## src/rtl/serial_adder_ctrl.sv

```systemverilog
// -----------------------------------------------------------------------------
// serial_adder_ctrl
//
// Bit-serial adder with a small control FSM. One addition A + B + Cin is
// performed LSB first, one bit per clock, through a single 1-bit full-adder
// cell fed by two operand shift registers and a carry flip-flop.
//
// Sequence (edge 0 = the edge that samples start in IDLE):
//   edge 0        : latch A, B, Cin; carry <= Cin; counter <= 0; -> RUN
//   edges 1..W    : add bit (edge-1), shift sum bit into working register
//   edge W        : -> DONE; publish S, Cout, ovf
//   edge W+1      : -> IDLE (start is ignored while in DONE)
// so a new start can be accepted every WIDTH+2 cycles.
//
// Ports
//   clk   : in  1      sole clock, rising edge
//   rst   : in  1      asynchronous, active-high reset
//   start : in  1      request a new addition (sampled only in IDLE)
//   abort : in  1      cancel an addition in progress (only honoured in RUN)
//   A, B  : in  WIDTH  operands, sampled together with start
//   Cin   : in  1      carry-in, sampled together with start
//   busy  : out 1      high while in RUN
//   done  : out 1      one-cycle pulse while in DONE
//   S     : out WIDTH  last completed sum (modulo 2^WIDTH)
//   Cout  : out 1      carry-out of the last completed sum
//   ovf   : out 1      signed overflow of the last completed sum
// -----------------------------------------------------------------------------
module serial_adder_ctrl #(
    parameter int WIDTH = 8
) (
    input  logic             clk,
    input  logic             rst,
    input  logic             start,
    input  logic             abort,
    input  logic [WIDTH-1:0] A,
    input  logic [WIDTH-1:0] B,
    input  logic             Cin,
    output logic             busy,
    output logic             done,
    output logic [WIDTH-1:0] S,
    output logic             Cout,
    output logic             ovf
);

    // Counter must hold 0..WIDTH without wrapping.
    localparam int CW = $clog2(WIDTH + 1);

    typedef enum logic [1:0] {
        ST_IDLE = 2'd0,
        ST_RUN  = 2'd1,
        ST_DONE = 2'd2
    } state_t;

    state_t           r_state;
    state_t           w_state_next;

    logic [WIDTH-1:0] r_a;        // operand A shift register (LSB = current bit)
    logic [WIDTH-1:0] r_b;        // operand B shift register
    logic [WIDTH-1:0] r_sum;      // working sum, filled from the MSB end
    logic             r_carry;    // carry into the bit currently processed
    logic [CW-1:0]    r_cnt;      // index of the bit currently processed

    logic [WIDTH-1:0] r_s;
    logic             r_cout;
    logic             r_ovf;

    logic             w_sum_bit;
    logic             w_carry_out;
    logic             w_last;
    logic             w_load;
    logic             w_step;
    logic             w_finish;
    logic [WIDTH-1:0] w_sum_shifted;

    // -------------------------------------------------------------------------
    // Single 1-bit full-adder cell
    // -------------------------------------------------------------------------
    assign w_sum_bit   = r_a[0] ^ r_b[0] ^ r_carry;
    assign w_carry_out = (r_a[0] & r_b[0]) | (r_a[0] & r_carry) | (r_b[0] & r_carry);

    // Sum bits enter at the MSB and move right, so after WIDTH shifts the
    // first (LSB) sum bit has arrived at position 0.
    assign w_sum_shifted = {w_sum_bit, r_sum[WIDTH-1:1]};

    assign w_last   = (r_cnt == CW'(WIDTH - 1));
    assign w_load   = (r_state == ST_IDLE) && start;   // abort ignored in IDLE
    // abort wins over both a normal step and completion.
    assign w_step   = (r_state == ST_RUN) && !abort;
    assign w_finish = w_step && w_last;

    // -------------------------------------------------------------------------
    // FSM: state register
    // -------------------------------------------------------------------------
    always_ff @(posedge clk or posedge rst) begin
        if (rst) begin
            r_state <= ST_IDLE;
        end else begin
            r_state <= w_state_next;
        end
    end

    // -------------------------------------------------------------------------
    // FSM: next state and Moore outputs
    // -------------------------------------------------------------------------
    always_comb begin
        w_state_next = r_state;
        busy         = 1'b0;
        done         = 1'b0;
        case (r_state)
            ST_IDLE: begin
                if (start) begin
                    w_state_next = ST_RUN;
                end
            end
            ST_RUN: begin
                busy = 1'b1;
                if (abort) begin
                    w_state_next = ST_IDLE;
                end else if (w_last) begin
                    w_state_next = ST_DONE;
                end
            end
            ST_DONE: begin
                done         = 1'b1;
                w_state_next = ST_IDLE;
            end
            default: begin
                w_state_next = ST_IDLE;
            end
        endcase
    end

    // -------------------------------------------------------------------------
    // Serial datapath: operand shifters, working sum, carry and bit counter
    // -------------------------------------------------------------------------
    always_ff @(posedge clk or posedge rst) begin
        if (rst) begin
            r_a     <= '0;
            r_b     <= '0;
            r_sum   <= '0;
            r_carry <= 1'b0;
            r_cnt   <= '0;
        end else if (w_load) begin
            r_a     <= A;
            r_b     <= B;
            r_sum   <= '0;
            r_carry <= Cin;
            r_cnt   <= '0;
        end else if (w_step) begin
            r_a     <= r_a >> 1;
            r_b     <= r_b >> 1;
            r_sum   <= w_sum_shifted;
            r_carry <= w_carry_out;
            r_cnt   <= r_cnt + CW'(1);
        end
    end

    // -------------------------------------------------------------------------
    // Result registers: written only on the RUN->DONE edge, held otherwise.
    // On the last bit r_carry is the carry into the MSB and w_carry_out the
    // carry out of it; their XOR is the signed overflow.
    // -------------------------------------------------------------------------
    always_ff @(posedge clk or posedge rst) begin
        if (rst) begin
            r_s    <= '0;
            r_cout <= 1'b0;
            r_ovf  <= 1'b0;
        end else if (w_finish) begin
            r_s    <= w_sum_shifted;
            r_cout <= w_carry_out;
            r_ovf  <= r_carry ^ w_carry_out;
        end
    end

    assign S    = r_s;
    assign Cout = r_cout;
    assign ovf  = r_ovf;

endmodule

```

## config.mk

```make
export PLATFORM = sky130hd
export DESIGN_NAME = serial_adder_ctrl
export DESIGN_NICKNAME = d
export VERILOG_FILES = /design/src/rtl/serial_adder_ctrl.sv
export SDC_FILE = /design/constraint.sdc
export NUM_CORES = 1
export LEC_CHECK = 0
export CAP_MARGIN = 5
export CORE_UTILIZATION = 54
export CTS_CLUSTER_SIZE = 24
export DETAILED_ROUTE_END_ITERATION = 6
export HOLD_SLACK_MARGIN = 0.15
export PLACE_DENSITY_LB_ADDON = 0.12
export SKIP_CTS_REPAIR_TIMING = 1
export SLEW_MARGIN = 20
export SYNTH_ARGS = -nofsm -noshare
export SYNTH_HDL_FRONTEND = slang
export SYNTH_SLANG_ARGS = --single-unit
export TNS_END_PERCENT = 100
```

## constraint.sdc

```tcl
create_clock -name clk -period 4.4 [get_ports clk]
set_input_delay 0.88 -clock clk [delete_from_list [all_inputs] [get_ports clk]]
set_output_delay 0.88 -clock clk [all_outputs]
set_load 0.01 [all_outputs]
```

Word level (Yosys, flattened, before mapping) --
Index checks and enable logic that the tools add are counted.
Cells by class: $add $sub $neg 1, eq/ne operators 5, muxes and demuxes 16, bitwise gates (word level) 8, reductions and logical operators 7
Operator list (count):
- two-way mux 8 bit | 6
- two-way mux 4 bit | 2
- two-way mux 2 bit | 3
- adder 4 x 1 -> 4 bit (second input constant) | 1
- == test 4 x 3 -> 1 bit (second input constant) | 1
- two-way mux 1 bit | 4
- case mux 2 bit (2 select lines) | 1
- bitwise AND 1 bit | 3
- logical AND 1 bit | 3
- inequality test 3 bit (second input constant) | 1
- bitwise XOR 1 bit | 3
- == test 2 x 1 -> 1 bit (second input constant) | 1
- == test 2 bit (second input constant) | 1
- logical NOT 2 bit | 1
- inequality test 2 bit (second input constant) | 1
- OR 1 bit | 2
- AND reduction 2 bit | 1
- nonzero test 2 bit | 1
- logical NOT 1 bit | 1
Storage, ports and cells: register bits after elaboration 41, input port bits 21, output and inout bits 12, logic and storage cells 46

Logic depth before layout (Yosys ltp) --
Gate-level depths: netlist (run 1).
depth after elaboration 5, depth in mapped cells 5, gate-level depth less buffers 4

Worst setup path after synthesis (run 1) --
No wires, ideal clock.
path type input port to flip-flop, from in abort, to reg r_cout, in the netlist Cout, library setup time 0.125 ns, arrival 1.932 ns, required time 4.275 ns, path slack 2.343 ns, stages on the path 4, path buffers 1, cell sequence nor3b_4 -> nor3b_2 -> buf_4 -> mux2_2
Between the ends: longest elaborated chain between the ends 3
Ends and longest elaborated chain:
- start, declared | RTL line 34 | input logic abort,
- logical NOT 1 bit | RTL line 88 | assign w_step = (r_state == ST_RUN) && !abort;
- logical AND 1 bit | RTL line 88
- logical AND 1 bit | RTL line 89 | assign w_finish = w_step && w_last;
- end signal, assigned | RTL line 170 | r_cout <= w_carry_out;
- end, declared | RTL line 64 | logic r_cout;
Every way passes these cells. A chain may end at the register's enable or synchronous reset.

Worst setup path after layout (run 1) --
from in abort, to reg r_s[0], in the netlist S[0]
Between the ends: longest elaborated chain between the ends 3
Ends and longest elaborated chain:
- logical NOT 1 bit | RTL line 88
- logical AND 1 bit | RTL line 88
- logical AND 1 bit | RTL line 89
- end signal, assigned | RTL line 169 | r_s <= w_sum_shifted;
- end, declared | RTL line 63 | logic [WIDTH-1:0] r_s;
Every way passes these cells.

==> summary.md, run 1 <==
| Metric | Value |
|---|---|
| # clock sinks | `40` |
| Period Utilization, post-route | `62.1%` |
| GPL Wtd Cong | `0.755` |
| Via density per instance | `5.73` |
| Overall power | `0.827 mW` |
| Clock Path Buffers | `2` |
| Share of cells above drive strength 1 | `16.3%` |
| Number of library cell types mapped by synthesis | `23` |
| Syn_area_per_cell | `14.1 µm²` |
| Leading area contributor after synthesis | `dfrtp_1` |
| Hold Crit Start | `r_a[3]$_DFFE_PP0P_` |
| Post-synth top flop | `dfrtp_1` |
| Power per Cell Area | `about 400 nW/µm²` |
| Starting DRC count in detailed routing | `33` |
| Yosys warnings | `0` |
| Final worst slack | `roughly 1700 ps` |
| DR WL/cell | `15.0 µm` |
| RSZ-0062 raised after global routing | `no` |
| Pre-CTS setup slack | `approximately 1300 ps` |
| Cell depth of the worst flop-to-flop path | `4` |
| Crit path from | `abort` |
| DIE WIDTH | `57.3 µm` |
| Clock Latency Late Sink | `between 300 and 400 ps` |
| CP required | `4630 ps` |
| #FFs+latches synth | `40` |
| Placed cells | `177` |
| Layout Nets | `approximately 180` |
| Post-Syn Area | `about 1600 µm²` |
| Fill cells | `208` |
| Failing checks | `DRC` |
| Total wire length | `about 2.8 mm` |
| Layout area overhead | `25.0%` |
| Slew headroom | `around 46%` |
| First-pass GRT wire length | `4.66 mm` |
| CTS clock-pin slew for the worst setup and hold paths | `120 ps` |
| Post-synth top area share | `about three fifths` |
| Critical path type | `in -> reg` |
| CP max FO | `28` |
| Reg2reg setup slack | `2190 ps` |
| CP Launch Type | `input port` |
| Skew final | `about 9.3 ps` |
| Pre-Repair DR Iteration Count | `6` |
| Syn nets | `140` |
| DIE HEIGHT | `57.3 µm` |
| Mapped Cells | `117` |
| FMAX | `366 MHz` |
| Hold WC Path Type | `reg -> reg` |
| Routed Antenna Nets | `0` |
| Number of flops mapped to enable cells by yosys | `0` |
| Final Max Tran Viols | `0` |
| Peak supply drop | `0.276 mV` |
| Slew @ Worst Pin | `800 ps` |
| Register area share after synthesis | `roughly 61%` |
| Grt ovf | `0` |
| Antenna violations before repair | `0` |
| # setup viols final | `0` |
| Leakage | `1.03 nW` |
| Core ar. | `2830 µm²` |
| Run status | `complete, but fails checks` |
| Top-count cell post-synth | `dfrtp_1` |
| Final Hold Vio Count | `0` |
| Total GRT Usage | `19.3%` |
| Post-synth top cells | `dfrtp_1 (40), a22o_1 (25), a21o_1 (15)` |
| Hold depth | `1` |
| Synth area leaders | `dfrtp_1 (61%), a22o_1 (13%), mux2_2 (7.5%)` |
| Max Cap Viol | `0` |
| Final min period | `2730 ps` |
| Post-synthesis async set-or-reset flop share | `100%` |
| IO buf count | `32` |
| RR Startpoint | `r_state[1]$_DFFE_PP0P_` |
| Via count | `1055` |
| CTS buffer count | `5` |
| Antenna cell count | `0` |
| Critical path arrival | `about 3000 ps` |
| Root Buffer Master | `clkbuf_4` |
| Crit path capture type | `register` |
| # rows | `19` |
| Die area | `about 3300 µm²` |
| Initial Util | `58.3%` |
| Hpwl dp | `approximately 1.8 mm` |
| IO Count | `33` |
| Htree depth | `2` |
| Fin cells | `between 150 and 200` |
| Number of remaining DRC errors | `2` |
| Largest net degree at the start of global routing | `41` |
| Setup_tns | `0 ps` |
| CTS tree | `yes` |
| Number of global-route vias before repair | `1068` |
-- where the power goes --
part | total [mW] | internal, mW | switching (mW) | leakage, nW
Sequential | 0.477 | 0.431 | 0.0456 | 0.525
Combinational | 0.177 | 0.103 | 0.0736 | 0.479
Clock | 0.174 | 0.0583 | 0.115 | 0.0271
-- logic make-up after synthesis --
| logic type | after synthesis | synth area share, % |
|---|---|---|
| compound gates | 41 | 20.4 |
| flops | 40 | 60.7 |
| mux | 12 | 8.12 |
| simple gates | 12 | 5.54 |
| buf+inv | 8 | 2.20 |
| xor+xnor | 2 | 1.06 |
| fa+ha+maj | 2 | 1.97 |
-- critical path, cell delays in order --
cell and delay (ps):
clkdlybuf4s50_1 460, nor3b_4 180, buf_4 300, nor3b_2 720, mux2_2 410
-- per-stage QoR --
step | hold WS (ps) | utilization (%) | instance area, µm²
after floorplan | 450 | - | 1650
after detailed placement | 465 | 71.1 | 2010
after global placement | 460 | 71.1 | 2010
after global routing | 517 | 72.8 | 2060
after CTS | 493 | 72.8 | 2060
final | 490 | 72.8 | 2060
-- flip-flops by register name, indices dropped and copies added, names as in the netlist --
| name | flops |
|---|---|
| Cout | 1 |
| S | 8 |
| ovf | 1 |
| r_a | 8 |
| r_b | 8 |
| r_carry | 1 |
| r_cnt | 4 |
| r_state | 2 |
| r_sum | 7 |
-- routing by layer --
metal	vias up	track usage, %	wire length (µm)
met5	-	0	0
met4	0	11.8	70
met3	10	4.08	98
met2	27	32.1	1340
met1	514	22.9	1250
li1	504	-	-
-- cells in the final DEF, fill, tap and decap left out, drive strengths merged, types with 2 or more instances in the layout --
cell type      synthesis  routed
a21o                  15      15
nor2b                  2       2
mux2                  11      11
nor2                   2       2
nor3b                  3       3
clkbuf                 4       5
a22o                  25      25
dfrtp                 40      40
clkdlybuf4s50          0      32
buf                    3       4
nand2b                 2       2
-- final timing paths --
path,endpoint
max in group asynchronous,r_sum[2]$_DFFE_PP0P_
setup reg to reg,S[0]$_DFFE_PP0P_
hold / removal,r_a[3]$_DFFE_PP0P_
setup / recovery,S[0]$_DFFE_PP0P_
min in group asynchronous,r_a[3]$_DFFE_PP0P_
hold reg to reg,r_a[3]$_DFFE_PP0P_
-- area by class of cell --
| type | count | area (µm²) | share of cell area [%] |
|---|---|---|---|
| Timing Repair Buffer | 36 | 350 | 17.0 |
| Sequential cell | 40 | 1000 | 48.6 |
| Tap cell | 31 | 38.8 | 1.88 |
| Clock inverter | 2 | 12.5 | 0.607 |
| Inverter | 1 | 3.75 | 0.182 |
| Clock buffer | 5 | 37.5 | 1.82 |
| Multi-Input combinational cell | 69 | 617 | 29.9 |
Power figures use the tool's default switching activity.
==> run 2: changes to the inputs <==
--- a/config.mk
+++ b/config.mk
@@ -6,7 +6,7 @@
 export NUM_CORES = 1
 export LEC_CHECK = 0
 export CAP_MARGIN = 5
-export CORE_UTILIZATION = 54
+export CORE_UTILIZATION = 50
 export CTS_CLUSTER_SIZE = 24
 export DETAILED_ROUTE_END_ITERATION = 6
 export HOLD_SLACK_MARGIN = 0.15
==> constraint.sdc (replaced) <==
create_clock -name clk -period 2.7 [get_ports clk]
set_input_delay 0.54 -clock clk [delete_from_list [all_inputs] [get_ports clk]]
set_output_delay 0.54 -clock clk [all_outputs]
set_load 0.01 [all_outputs]
==> summary.md, run 2 (synthesis results as in run 1) <==
| Metric | Value |
|---|---|
| DR WL/cell | `14.3 µm (was 15.0 µm)` |
| Total wire length | `2.84 mm (was 2.76 mm)` |
| Worst-path cell chain | `nor2b_1 > clkdlybuf4s50_1 (was clkdlybuf4s50_1 > nor3b_4 > buf_4 > nor3b_2 > mux2_2)` |
| Commonest non-fill, non-tap cell in the layout | `dfrtp_1 (unchanged)` |
| Cell depth of the worst flop-to-flop path | `3 (was 4)` |
| Number of remaining DRC errors | `0 (was 2)` |
| CP max FO | `5 (was 28)` |
| WP buf/inv | `1 (was 2)` |
| Pre-Repair DR Iteration Count | `3 (was 6)` |
| RR Startpoint | `r_state[0]$_DFFE_PP0P_ (was r_state[1]$_DFFE_PP0P_)` |
| Hpwl dp | `1.88 mm (was 1.82 mm)` |
| Grt ovf | `0 (unchanged)` |
| Switching share of total power | `26.2% (was 28.4%)` |
| GPL Wtd Cong | `0.696 (was 0.755)` |
| Max Cap Viol | `0 (unchanged)` |
| Via density per instance | `5.41 (was 5.73)` |
| Hold depth | `1 (unchanged)` |
| Layout area overhead | `27.7% (was 25.0%)` |
| Reg2reg setup slack | `950 ps (was 2190 ps)` |
| CP required | `2160 ps (was 4630 ps)` |
| NetSw | `0.377 mW (was 0.235 mW)` |
| Critical path arrival | `1490 ps (was 2960 ps)` |
| Run status | `complete, no violations (was complete, but fails checks)` |
| Htree depth | `2 (unchanged)` |
| Slew @ Worst Pin | `1010 ps (was 800 ps)` |
| # rows | `20 (was 19)` |
| Register area | `1000 µm² (unchanged)` |
| Via count | `1071 (was 1055)` |
| Worst path slowest cell | `clkdlybuf4s50_1 (was nor3b_2)` |
| Root Buffer Master | `clkbuf_4 (unchanged)` |
| Share of cells above drive strength 1 | `16.9% (was 16.3%)` |
| CP Launch Type | `register (was input port)` |
| Die area | `3530 µm² (was 3280 µm²)` |
| Antenna cell count | `0 (unchanged)` |
| Setup_tns | `0 ps (unchanged)` |
| Hold_ws | `492 ps (was 490 ps)` |
| Flop pwr share | `54.0% (was 57.7%)` |
| Top Family by Delay on Critical Path | `buffers and inverters (was simple AND/OR/NAND/NOR gates)` |
| Final instance area | `2110 µm² (was 2060 µm²)` |
| Final core occ | `67.9% (was 72.8%)` |
| Slew headroom | `32.7% (was 46.4%)` |
| First-pass GRT wire length | `4.79 mm (was 4.66 mm)` |
| Clk pwr share | `26.4% (was 21.0%)` |
| Clock Path Buffers | `2 (unchanged)` |
| Final Hold Vio Count | `0 (unchanged)` |
| Worst R2R End | `r_cnt[0]$_DFFE_PP0P_ (was S[0]$_DFFE_PP0P_)` |
| Leakage | `1.05 nW (was 1.03 nW)` |
| CTS buffer count | `5 (unchanged)` |
| CTS clock-pin slew for the worst setup and hold paths | `120 ps (about the same)` |
| Power per Cell Area | `683 nW/µm² (was 402 nW/µm²)` |
| Routed Antenna Nets | `0 (unchanged)` |
| # setup viols final | `0 (unchanged)` |
| Largest net degree at the start of global routing | `41 (unchanged)` |
| Antenna violations before repair | `0 (unchanged)` |
| Total GRT Usage | `18.9% (was 19.3%)` |
| Hold Crit Start | `r_b[1]$_DFFE_PP0P_ (was r_a[3]$_DFFE_PP0P_)` |
| Fill cells | `262 (was 208)` |
| DIE HEIGHT | `59.4 µm (was 57.3 µm)` |
| Peak supply drop | `0.387 mV (was 0.276 mV)` |
| IO Count | `33 (unchanged)` |
| FMAX | `492 MHz` |
| Critical path type | `reg -> out (was in -> reg)` |
| Final min period | `2030 ps` |
| Hold WC Path Type | `reg -> reg (unchanged)` |
| Worst Hold End | `r_b[1]$_DFFE_PP0P_ (was r_a[3]$_DFFE_PP0P_)` |
| Combinational share of power | `19.7% (was 21.3%)` |
| Area occupied by multi-input gates | `619 µm² (was 617 µm²)` |
| Core ar. | `3100 µm² (was 2830 µm²)` |
| Internal | `1.06 mW (was 0.593 mW)` |
| Number of global-route vias before repair | `1056 (was 1068)` |
| Most frequent cells in the layout | `dfrtp_1 (40), clkdlybuf4s50_1 (32), a22o_1 (25) (unchanged)` |
| # clock sinks | `40 (unchanged)` |
| Starting DRC count in detailed routing | `30 (was 33)` |
| Period Utilization, post-route | `75.2%` |
| CTS tree | `yes (unchanged)` |
| RSZ-0062 raised after global routing | `no (unchanged)` |
| CP max stage delay | `530 ps (was 720 ps)` |
| IO buf count | `32 (unchanged)` |
| Layout Nets | `176 (unchanged)` |
| DIE WIDTH | `59.4 µm (was 57.3 µm)` |
| Crit path capture type | `primary output (was register)` |
| Skew final | `15.5 ps (was 9.33 ps)` |
| Initial Util | `53.1% (was 58.3%)` |
| Clock Latency Late Sink | `340 ps (about the same)` |
| Placed instance area | `2030 µm² (was 2010 µm²)` |
| Final Max Tran Viols | `0 (unchanged)` |
## run 2: power groups by stage
stage | clock network (mW) | registers [mW] | logic (mW)
3_5_place_dp | 0 | 0.789 | 0.286
4_1_cts | 0.390 | 0.777 | 0.287
3_3_place_gp | 0 | 0.782 | 0.276
6_report | 0.379 | 0.777 | 0.283
2_1_floorplan | 0 | 0.770 | 0.200
5_1_grt | 0.416 | 0.791 | 0.317
## run 2: worst max path at each step
stage / startpoint / slack (ps) / cells past startpoint / endpoint
6_report: r_state[1]$_DFFE_PP0P_ / 670 / 2 / done
3_5_place_dp: abort / 380 / 4 / r_cnt[0]$_DFFE_PP0P_
4_1_cts: r_state[1]$_DFFE_PP0P_ / 660 / 2 / done
3_3_place_gp: abort / 440 / 4 / r_cnt[0]$_DFFE_PP0P_
5_1_grt: r_state[1]$_DFFE_PP0P_ / 600 / 2 / done
2_1_floorplan: abort / 980 / 4 / Cout$_DFFE_PP0P_
## run 2: layer usage
layer / up-vias / global-route usage, % / wire length [µm]
met1: 537 / 24.2 / 1320
met3: 5 / 6.99 / 134
met4: 0 / 6.12 / 33
li1: 506 / - / -
met5: - / 0 / 0
met2: 23 / 29.5 / 1360
## run 2: stage by stage
step	std cells	power [mW]	setup slack (ps)
2_1_floorplan	117	0.970	983
3_3_place_gp	190	1.06	442
3_5_place_dp	190	1.08	376
4_1_cts	198	1.45	655
5_1_grt	198	1.52	604
6_report	198	1.44	669
## run 2: cell type report
type	instances	area share, %
inverters	1	0.178
well taps	44	2.61
repair buffers	36	16.6
flip-flops and latches	40	47.5
clock buffers	6	1.96
multi-input cells	69	29.4
clock inverters	2	1.66
==> run 3: changes to the inputs <==
--- a/config.mk
+++ b/config.mk
@@ -6,7 +6,7 @@
 export NUM_CORES = 1
 export LEC_CHECK = 0
 export CAP_MARGIN = 5
-export CORE_UTILIZATION = 50
+export CORE_UTILIZATION = 45
 export CTS_CLUSTER_SIZE = 24
 export DETAILED_ROUTE_END_ITERATION = 6
 export HOLD_SLACK_MARGIN = 0.15
==> constraint.sdc (replaced) <==
create_clock -name clk -period 1.8 [get_ports clk]
set_input_delay 0.36 -clock clk [delete_from_list [all_inputs] [get_ports clk]]
set_output_delay 0.36 -clock clk [all_outputs]
set_load 0.01 [all_outputs]
==> summary.md, run 3 (synthesis results as in run 1) <==
| Metric | Value |
|---|---|
| Commonest non-fill, non-tap cell in the layout | `dfrtp_1 (unchanged)` |
| DIE HEIGHT | `62.5 µm (was 59.4 µm)` |
| Max Cap Viol | `0 (unchanged)` |
| IO buf count | `32 (unchanged)` |
| Clock Path Buffers | `2 (unchanged)` |
| Final Hold Vio Count | `0 (unchanged)` |
| Flop pwr share | `56.9% (was 54.0%)` |
| DIE WIDTH | `62.5 µm (was 59.4 µm)` |
| Worst R2R End | `r_sum[6]$_DFFE_PP0P_ (was r_cnt[0]$_DFFE_PP0P_)` |
| IO Count | `33 (unchanged)` |
| Critical path arrival | `1240 ps (was 1490 ps)` |
| Antenna cell count | `0 (unchanged)` |
| WP buf/inv | `1 (unchanged)` |
| Peak supply drop | `0.508 mV (was 0.387 mV)` |
| DR WL/cell | `13.5 µm (was 14.3 µm)` |
| # clock sinks | `40 (unchanged)` |
| Root Buffer Master | `clkbuf_4 (unchanged)` |
| Hpwl dp | `1.90 mm (was 1.88 mm)` |
| # rows | `21 (was 20)` |
| Top routing layer used | `met4 (unchanged)` |
| Total GRT Usage | `16.4% (was 18.9%)` |
| Core ar. | `3420 µm² (was 3100 µm²)` |
| # setup viols final | `0 (unchanged)` |
| Cell depth of the worst flop-to-flop path | `5 (was 3)` |
| Internal | `1.46 mW (was 1.06 mW)` |
| Power per Cell Area | `957 nW/µm² (was 683 nW/µm²)` |
| Critical path type | `reg -> out (unchanged)` |
| Htree depth | `2 (unchanged)` |
| Leakage | `1.09 nW (was 1.05 nW)` |
| CTS clock-pin slew for the worst setup and hold paths | `120 ps (about the same)` |
| Skew final | `6.49 ps (was 15.5 ps)` |
| Number of remaining DRC errors | `0 (unchanged)` |
| Setup_tns | `0 ps (unchanged)` |
| Layout Nets | `181 (was 176)` |
| Slew @ Worst Pin | `491 ps (was 1010 ps)` |
| Fill cells | `301 (was 262)` |
| Layout area overhead | `29.1% (was 27.7%)` |
| Share of cells above drive strength 1 | `20.1% (was 16.9%)` |
| RSZ-0062 raised after global routing | `no (unchanged)` |
| First-pass GRT wire length | `4.82 mm (was 4.79 mm)` |
| CP max stage delay | `530 ps (about the same)` |
| Final min period | `roughly 1600 ps` |
| Pre-Repair DR Iteration Count | `5 (was 3)` |
| Routed Antenna Nets | `0 (unchanged)` |
| Met3 wire length | `134 µm (unchanged)` |
| Run status | `complete, no violations (unchanged)` |
| CTS tree | `yes (unchanged)` |
| Grt ovf | `0 (unchanged)` |
| Switching share of total power | `28.2% (was 26.2%)` |
| Worst-path cell chain | `clkdlybuf4s50_1 (was nor2b_1 > clkdlybuf4s50_1)` |
| Antenna violations before repair | `0 (unchanged)` |
| Die area | `3910 µm² (was 3530 µm²)` |
| Critical path endpoint | `S[6] (was done)` |
| CP max FO | `2 (was 5)` |
| CP Launch Type | `register (unchanged)` |
| Final Max Tran Viols | `0 (unchanged)` |
| Crit path from | `S[6]$_DFFE_PP0P_ (was r_state[1]$_DFFE_PP0P_)` |
| Initial Util | `48.3% (was 53.1%)` |
| Hold WC Path Type | `in -> async (was reg -> reg)` |
| Hold_ws | `416 ps (was 492 ps)` |
| NetSw | `0.574 mW (was 0.377 mW)` |
| Metal-1 WL | `1.27 mm (was 1.32 mm)` |
| Number of global-route vias before repair | `1100 (was 1056)` |
| Period Utilization, post-route | `89.1%` |
| RR Startpoint | `r_state[1]$_DFFE_PP0P_ (was r_state[0]$_DFFE_PP0P_)` |
| GPL Wtd Cong | `0.768 (was 0.696)` |
| CP required | `1440 ps (was 2160 ps)` |
| Via density per instance | `5.28 (was 5.41)` |
| Largest net degree at the start of global routing | `41 (unchanged)` |
| Combinational share of power | `21.3% (was 19.7%)` |
| Reg2reg setup slack | `250 ps (was 950 ps)` |
| Starting DRC count in detailed routing | `54 (was 30)` |
| Worst path slowest cell | `clkdlybuf4s50_1 (unchanged)` |
| Top Family by Delay on Critical Path | `buffers and inverters (unchanged)` |
| Clk pwr share | `21.8% (was 26.4%)` |
| Slew headroom | `67.3% (was 32.7%)` |
| FMAX | `624 MHz` |
| Via count | `1083 (was 1071)` |
| Crit path capture type | `primary output (unchanged)` |
| DR WL met2 | `1.32 mm (was 1.36 mm)` |
| Clock Latency Late Sink | `350 ps (was 340 ps)` |
| Critical path depth in cells | `1 (was 2)` |
| CTS buffer count | `5 (unchanged)` |
| Most frequent cells in the layout | `dfrtp_1 (39), clkdlybuf4s50_1 (30), a22o_1 (25) (was dfrtp_1 (40), clkdlybuf4s50_1 (32), a22o_1 (25))` |
| Total wire length | `2.77 mm (was 2.84 mm)` |
run 3: changes by cell type in the layout (fill, tap and decap cells not counted):
| cell | change |
|---|---|
| buf_4 | +5 |
| clkdlybuf4s50_1 | -2 |
| dlymetal6s2s_1 | +2 |
| bufinv_16 | -1 |
| clkbuf_1 | -1 |
| clkinv_2 | +1 |
| clkinv_4 | +1 |
| dfrtp_1 | -1 |
| dfrtp_2 | +1 |
| nor2_1 | +1 |
| nor2_2 | -1 |
run 3: final cells by class:
type	instances	area (µm²)	area share [%]
Inverter	1	3.75	0.176
Tap cell	46	57.6	2.70
Timing Repair Buffer	41	393	18.4
Multi-Input combinational cell	69	617	29.0
Sequential cell	40	1000	47.1
Clock inverter	3	18.8	0.881
Clock buffer	5	37.5	1.76
run 3: how the worst min path moves through the flow:
stage,start,endpoint,slack (ps),cells past startpoint
3_3_place_gp,r_b[1]$_DFFE_PP0P_,r_b[1]$_DFFE_PP0P_,460,1
4_1_cts,rst,r_a[3]$_DFFE_PP0P_,420,3
3_5_place_dp,r_a[1]$_DFFE_PP0P_,r_a[1]$_DFFE_PP0P_,470,1
5_1_grt,rst,r_b[4]$_DFFE_PP0P_,450,3
6_report,rst,r_b[7]$_DFFE_PP0P_,420,3
2_1_floorplan,r_a[1]$_DFFE_PP0P_,r_a[1]$_DFFE_PP0P_,450,1
run 3: power groups by stage:
stage	clock, mW	sequential (mW)	combinational [mW]
after floorplan	0	1.16	0.300
after global placement	0	1.18	0.434
after detailed placement	0	1.18	0.441
after CTS	0.468	1.16	0.445
after global routing	0.504	1.18	0.486
final	0.444	1.16	0.434
run 3: through the flow:
stage	instances	setup WS [ps]	cell area [µm²]	total power, mW	utilization (%)
2_1_floorplan	117	171	1650	1.46	-
3_3_place_gp	196	-86.5	2060	1.61	60.3
3_5_place_dp	196	-135	2060	1.62	60.3
4_1_cts	204	-108	2120	2.07	61.9
5_1_grt	205	126	2130	2.17	62.3
6_report	205	197	2130	2.04	62.3
run 3: per-layer routing:
layer,up-vias,GRT usage [%]
li1,519,-
met1,532,19.6
met2,27,26.9
met3,5,5.47
met4,0,6.98
met5,-,0
